==> config.mk <==
export PLATFORM = sky130hd
export DESIGN_NAME = rotate_rr_arbiter
export DESIGN_NICKNAME = d
export VERILOG_FILES = /design/src/rtl/rotate_rr_arbiter.sv
export SDC_FILE = /design/constraint.sdc
export NUM_CORES = 1
export LEC_CHECK = 0
export BUFFER_PORTS_ARGS = -buffer_cell sky130_fd_sc_hd__buf_2
export CELL_PAD_IN_SITES_DETAIL_PLACEMENT = 1
export CELL_PAD_IN_SITES_GLOBAL_PLACEMENT = 2
export CORE_ASPECT_RATIO = 1.75
export CORE_MARGIN = 2
export CORE_UTILIZATION = 29
export DETAILED_ROUTE_END_ITERATION = 8
export HOLD_SLACK_MARGIN = 0.03
export PLACE_DENSITY_LB_ADDON = 0.1
export SLEW_MARGIN = 20
export SYNTH_ARGS = -nofsm -noshare
export SYNTH_HDL_FRONTEND = slang
export SYNTH_SLANG_ARGS = --single-unit
==> constraint.sdc <==
create_clock -name clk -period 2.4 [get_ports clk]
set_input_delay 0.24 -clock clk [delete_from_list [all_inputs] [get_ports clk]]
set_output_delay 0.24 -clock clk [all_outputs]
set_load 0.05 [all_outputs]
==> src/rtl/rotate_rr_arbiter.sv <==
// Round-robin arbiter sharing one 8-bit rotate-right datapath among N_REQ requesters,
// with a single registered, back-pressurable response slot.
module rotate_rr_arbiter #(
    parameter int N_REQ = 4,
    parameter int ID_W  = 2
) (
    input  logic                 clk,
    input  logic                 rst_n,
    input  logic [N_REQ-1:0]     req_valid,
    output logic [N_REQ-1:0]     req_ready,
    input  logic [8*N_REQ-1:0]   req_data,
    input  logic [3*N_REQ-1:0]   req_amt,
    output logic                 rsp_valid,
    input  logic                 rsp_ready,
    output logic [7:0]           rsp_data,
    output logic [ID_W-1:0]      rsp_id,
    output logic                 dbg_slot_full,
    output logic [ID_W-1:0]      dbg_last_grant
);

    // Handshakes: a transfer happens on a rising edge where valid and ready are both 1.
    // req_ready is one-hot or zero and may depend on req_valid/rsp_ready; rsp_* are registered.

    typedef enum logic {
        S_EMPTY = 1'b0,
        S_FULL  = 1'b1
    } slot_state_e;

    slot_state_e       state_q, state_d;
    logic [7:0]        rsp_data_q;
    logic [ID_W-1:0]   rsp_id_q;
    logic [ID_W-1:0]   last_grant_q;

    logic              found;
    logic [ID_W-1:0]   grant_idx;
    logic              can_accept;
    logic              accept;
    logic [7:0]        sel_data;
    logic [2:0]        sel_amt;
    logic [7:0]        rot_s0, rot_s1, rot_s2;

    // Two passes give the rotating priority: indices above last_grant first, then from 0.
    always_comb begin
        found     = 1'b0;
        grant_idx = '0;
        for (int i = 0; i < N_REQ; i++) begin
            if (!found && (i > int'(last_grant_q)) && req_valid[i]) begin
                found     = 1'b1;
                grant_idx = ID_W'(i);
            end
        end
        for (int i = 0; i < N_REQ; i++) begin
            if (!found && req_valid[i]) begin
                found     = 1'b1;
                grant_idx = ID_W'(i);
            end
        end
    end

    assign can_accept = (state_q == S_EMPTY) || rsp_ready;
    assign accept     = rst_n && can_accept && found;

    always_comb begin
        req_ready = '0;
        sel_data  = '0;
        sel_amt   = '0;
        for (int i = 0; i < N_REQ; i++) begin
            if (grant_idx == ID_W'(i)) begin
                req_ready[i] = accept;
                sel_data     = req_data[8*i +: 8];
                sel_amt      = req_amt[3*i +: 3];
            end
        end
    end

    assign rot_s0 = sel_amt[0] ? {sel_data[0],   sel_data[7:1]} : sel_data;
    assign rot_s1 = sel_amt[1] ? {rot_s0[1:0],   rot_s0[7:2]}   : rot_s0;
    assign rot_s2 = sel_amt[2] ? {rot_s1[3:0],   rot_s1[7:4]}   : rot_s1;

    always_comb begin
        state_d = state_q;
        case (state_q)
            S_EMPTY: if (accept) state_d = S_FULL;
            S_FULL:  if (rsp_ready && !accept) state_d = S_EMPTY;
            default: state_d = S_EMPTY;
        endcase
    end

    always_ff @(posedge clk) begin
        if (!rst_n) begin
            state_q      <= S_EMPTY;
            rsp_data_q   <= 8'h00;
            rsp_id_q     <= '0;
            last_grant_q <= ID_W'(N_REQ - 1);
        end else begin
            state_q <= state_d;
            if (accept) begin
                rsp_data_q   <= rot_s2;
                rsp_id_q     <= grant_idx;
                last_grant_q <= grant_idx;
            end
        end
    end

    assign rsp_valid      = (state_q == S_FULL);
    assign rsp_data       = rsp_data_q;
    assign rsp_id         = rsp_id_q;
    assign dbg_slot_full  = (state_q == S_FULL);
    assign dbg_last_grant = last_grant_q;

endmodule

# Word-level counts from Yosys, hierarchy flattened
# Index checks and enable logic that the tools add are counted.
[totals]
wordCells = 64
register_bits = 13
[classes]
n_reduce_logical = 21
n_bitwise = 1
eq_ne = 3
mux = 32
n_lt_le_gt_ge = 3
[ops]
columns = ["cell", "count"]
rows = [
  ["8-bit two-way mux", 7],
  ["1-bit two-way mux", 14],
  ["1-bit logical AND", 12],
  ["2-bit two-way mux", 6],
  ["3-bit two-way mux", 4],
  ["1-bit zero test", 7],
  ["2-bit == test (second input constant)", 2],
  ["2-bit > comparator (first input constant)", 2],
  ["2-bit by 1-bit == test with 1-bit output (second input constant)", 1],
  ["1-bit by 2-bit > comparator with 1-bit output (first input constant)", 1],
  ["2-bit zero test", 1],
  ["1-bit case mux with 2 select lines", 1],
  ["1-bit logical OR", 1],
  ["1-bit inverter", 1],
]

# Depth between registers and ports, before layout
[depth]
ltp_word = 31
mapped_depth = 11

# Least setup slack after synthesis
# No wires, ideal clock.
[synth_path]
kind = "register to output"
from = "register last_grant_q[0], in the netlist dbg_last_grant[0]"
to = "output req_ready[0]"
t_arrival_ns = 2.576
slack_ns = -0.416
required_ns = 2.160
path_stages_with_launch = 6
path_buffers = 1
cell_sequence = "dfxtp_1 > and2b_4 > buf_6 > o21ai_4 > nand3_1 > nor3_1"
[synth_between]
elab_chain_cells = 25
[synth_lines]
columns = ["item", "line", "source"]
rows = [
  ["from (decl)", "32", "logic [ID_W-1:0] last_grant_q;"],
  ["from (signal assigned)", "94", "last_grant_q <= ID_W'(N_REQ - 1);"],
  ["from (signal assigned)", "100", "last_grant_q <= grant_idx;"],
  ["1-bit by 2-bit > comparator with 1-bit output", "47", "if (!found && (i > int'(last_grant_q)) && req_valid[i]) begin"],
  ["1-bit logical AND", "47", ""],
  ["1-bit two-way mux", "47", ""],
  ["1-bit zero test", "47", ""],
  ["1-bit logical AND (2 in a row)", "47", ""],
  ["1-bit two-way mux", "47", ""],
  ["1-bit zero test", "47", ""],
  ["1-bit logical AND (2 in a row)", "47", ""],
  ["[... 7 more ...]", "-", ""],
  ["1-bit zero test", "53", "if (!found && req_valid[i]) begin"],
  ["1-bit logical AND", "53", ""],
  ["1-bit two-way mux", "53", ""],
  ["1-bit zero test", "53", ""],
  ["1-bit logical AND", "53", ""],
  ["2-bit two-way mux or 1-bit two-way mux (tied branches)", "53", ""],
  ["2-bit zero test or 1-bit logical AND (tied branches)", "68, 61", ""],
  ["1-bit two-way mux (*)", "68", "if (grant_idx == ID_W'(i)) begin"],
  ["to (decl)", "10", "output logic [N_REQ-1:0] req_ready,"],
]
# Every way passes the cells marked *; elsewhere a longest branch is shown, timed or not.

# Worst setup path in the final report
[layout_path]
from = "register last_grant_q[0], in the netlist dbg_last_grant[0]"
to = "output req_ready[1]"
[layout_between]
elab_chain_cells = 25
[layout_lines]
columns = ["item", "line"]
rows = [
  ["1-bit by 2-bit > comparator with 1-bit output", "47"],
  ["1-bit logical AND", "47"],
  ["1-bit two-way mux", "47"],
  ["1-bit zero test", "47"],
  ["1-bit logical AND (2 in a row)", "47"],
  ["1-bit two-way mux", "47"],
  ["1-bit zero test", "47"],
  ["1-bit logical AND (2 in a row)", "47"],
  ["[... 7 more ...]", "-"],
  ["1-bit zero test", "53"],
  ["1-bit logical AND", "53"],
  ["1-bit two-way mux", "53"],
  ["1-bit zero test", "53"],
  ["1-bit logical AND", "53"],
  ["2-bit two-way mux or 1-bit two-way mux (tied branches)", "53"],
  ["2-bit by 1-bit == test with 1-bit output or 1-bit logical AND (tied branches)", "68, 61"],
  ["1-bit two-way mux (*)", "68"],
]
# Marked as above.

==> metrics.md <==
| Metric | Value |
|---|---|
| Register bit total from synthesis | 13 |
| Critical path startpoint category | flop |
| Worst-Skew Late Latency | 240 ps |
| Slew Viols, Final | 0 |
| Clock transition at path regs | 50 ps |
| Vias in the first global route | 2705 |
| First-pass GRT wire length | 13300 µm |
| Async set-reset flop share out of synthesis | 0% |
| Crit path DAT | 2050 ps |
| GRT Total Usage | 20.5% |
| Gp weighted congestion | 0.840 |
| P&R area growth vs syn | 36.2% |
| Fillers | 907 |
| Final Cycle Share | 95.5% |
| Num rows | 41 |
| Clock sink count | 13 |
| Max-cap viol count | 0 |
| Ant. Diodes | 0 |
| Setup Skew | 4.39 ps |
| Final HPWL DP | 6510 µm |
| Initial antenna violation count | 0 |
| Final #Nets | 400 |
| Top cells by count, synth | o211ai_1, o21a_1, nand3_1 |
| Slowest-stage cell, CP | o21a_2 |
| Initial Util | 29.8% |
| Total CTS buffers | 3 |
| Synth area leader | dfxtp_1 |
| Non-filler instance count after layout | 434 |
| Critical path capture point type | output port |
| CP Class | flop to output port |
| Residual DRC count | 0 |
| Root Driver | clkbuf_16 |
| Final hold vios | 0 |
| Placed Instances | roughly 430 |
| Post-synth EDFFs | 0 |
| Unique masters post-synth | 45 |
| Avg Inst Size Synth | 7.95 µm² |
| Critical Path RT | 2160 ps |
| Crit-path most repeated cell | nor3_2 |
| Buffers from clock root to sink, at most | 2 |
| Register area share after synthesis | roughly an eighth |
| Minimum clock period | 2290 ps |
| Core footprint | 7180 µm² |
| Share of layout cells above drive strength 1 | 41.4% |
| Vias/cell | 5.98 |
| Ports | between 60 and 70 |
| 1st-pass router iterations | 4 |
| Total power | 1.44 mW |
| PwrDens | 496 nW/µm² |
| Crit Path Max Fanout | 10 |
| Die Area | between 8000 and 9000 µm² |
| Remaining Overflow, GRT | 0 |
| Most used DFF post-synth | dfxtp_1 |
| Worst-margin pin slew | between 800 and 900 ps |
| Mapped Area | 2140 µm² |
| CTS tree | done |
| Fmax | 436 MHz |
| Number of port buffers | 68 |
| Outcome | complete, no violations |
| Net Count, Synth | 320 |
| Routed vias | between 2000 and 3000 |
| Largest net degree at the start of global routing | 36 |
| Warnings, synthesis | 0 |
| Sum of routed wire length over all layers | a little over 8000 µm |
| Antenna viol nets, final | 0 |
| Share of Yosys cell area claimed by the top area cell type | 12.2% |
| CP peak stage delay | about 400 ps |
| DRT iter0 DRCs | 78 |
| Max transition margin | 44.9% |
| Die height | 118 µm |
| Hold Crit Class | input port to flop |
| H-tree Lvls | 1 |
| Peak supply drop | 0.000158 V |
| WL/cell | 18.9 µm |
| Leak pwr | 1.07 nW |
| Die width | just under 70 µm |
| Area contributors post-synth | dfxtp_1, o211ai_1, nor4bb_1 |
| Final Setup Violations | 0 |
| Worst path cell trace | and2b_4, o21a_2, nor3_2, buf_4, nor3_2, buf_2 |
| Most numerous cell in the Yosys netlist | o211ai_1 |
| Mapped Cells | 269 |
[layout make-up]
class,instances,area [µm²],share of cell area (%)
Sequential cell,13,263,9.02
Tap cell,86,108,3.70
Inverter,1,3.75,0.129
Timing Repair Buffer,109,687,23.6
Clock buffer,4,78.8,2.71
Multi-Input combinational cell,221,1770,60.9
[what timing repair did]
| action | in CTS | in global routing |
|---|---|---|
| resized for setup | 7 | 22 |
| gates cloned | 0 | 0 |
| setup endpoints to repair | 8 | 10 |
| hold buffers | 0 | 0 |
| buffers inserted | 0 | 4 |
| pin swaps | 2 | 5 |
[flip-flops by register name (all words and copies together) (netlist names)]
signal and count:
rsp_data 8, dbg_slot_full 1, dbg_last_grant 2, rsp_id 2
[metrics by stage]
stage / setup WS (ps) / instance area, µm² / util [%] / hold slack [ps] / setup TNS [ps]
detailed placement: -433 / 2680 / 37.3 / 455 / -3160
finish: 107 / 2910 / 40.5 / 301 / 0
floorplan: 28.2 / 2150 / - / 378 / 0
CTS: -6.87 / 2780 / 38.7 / 307 / -7.89
global placement: -363 / 2680 / 37.3 / 444 / -2760
global route: -14.5 / 2910 / 40.5 / 330 / -40.0
[cells in the final DEF (no fill, tap or decap), types with 5 or more instances in the layout]
master / count
nor2_1: 15
o22ai_1: 8
nor4bb_1: 15
a311oi_1: 16
nand2_1: 7
nor3b_1: 18
a32oi_1: 8
o21a_1: 19
dfxtp_1: 11
nand3_1: 19
a31oi_1: 9
mux2i_1: 5
buf_2: 67
a2111oi_2: 6
o21ai_0: 10
o211ai_1: 32
buf_4: 37
[worst max-delay path: cells and delay by family, from the launching register on]
kind,cells,cell delay [ps]
compound gates,1,400
flops,1,340
buf+inv,2,470
simple gates,3,600
[power breakdown]
part	leakage (nW)	internal, mW	switching (mW)
combinational	0.926	0.351	0.524
clock	0.0382	0.224	0.0909
sequential	0.107	0.241	0.0138
total	1.07	0.815	0.628
[final timing paths]
path	from	to	slack [ps]	cells after the start
max	dbg_last_grant[0]	req_ready[1]	110	6
min	rst_n	dbg_last_grant[1]	300	2
min reg2reg	rsp_id[1]	rsp_id[1]	450	2
max reg2reg	dbg_last_grant[1]	rsp_data[3]	120	9
[logic make-up after synthesis]
family                 after synthesis  share of synthesized area, %
flip-flops                          13                          12.2
AO/OA/AOI/OAI                      124                          46.6
AND/OR/NAND/NOR                     91                          28.3
buffers and inverters               35                          10.0
multiplexers                         6                          2.87
[layer usage]
metal	track usage [%]	wire [µm]
met1	24.1	3220
met2	37.9	4490
met3	1.24	314
met4	6.00	173
met5	0	0
Power figures use the tool's default switching activity.
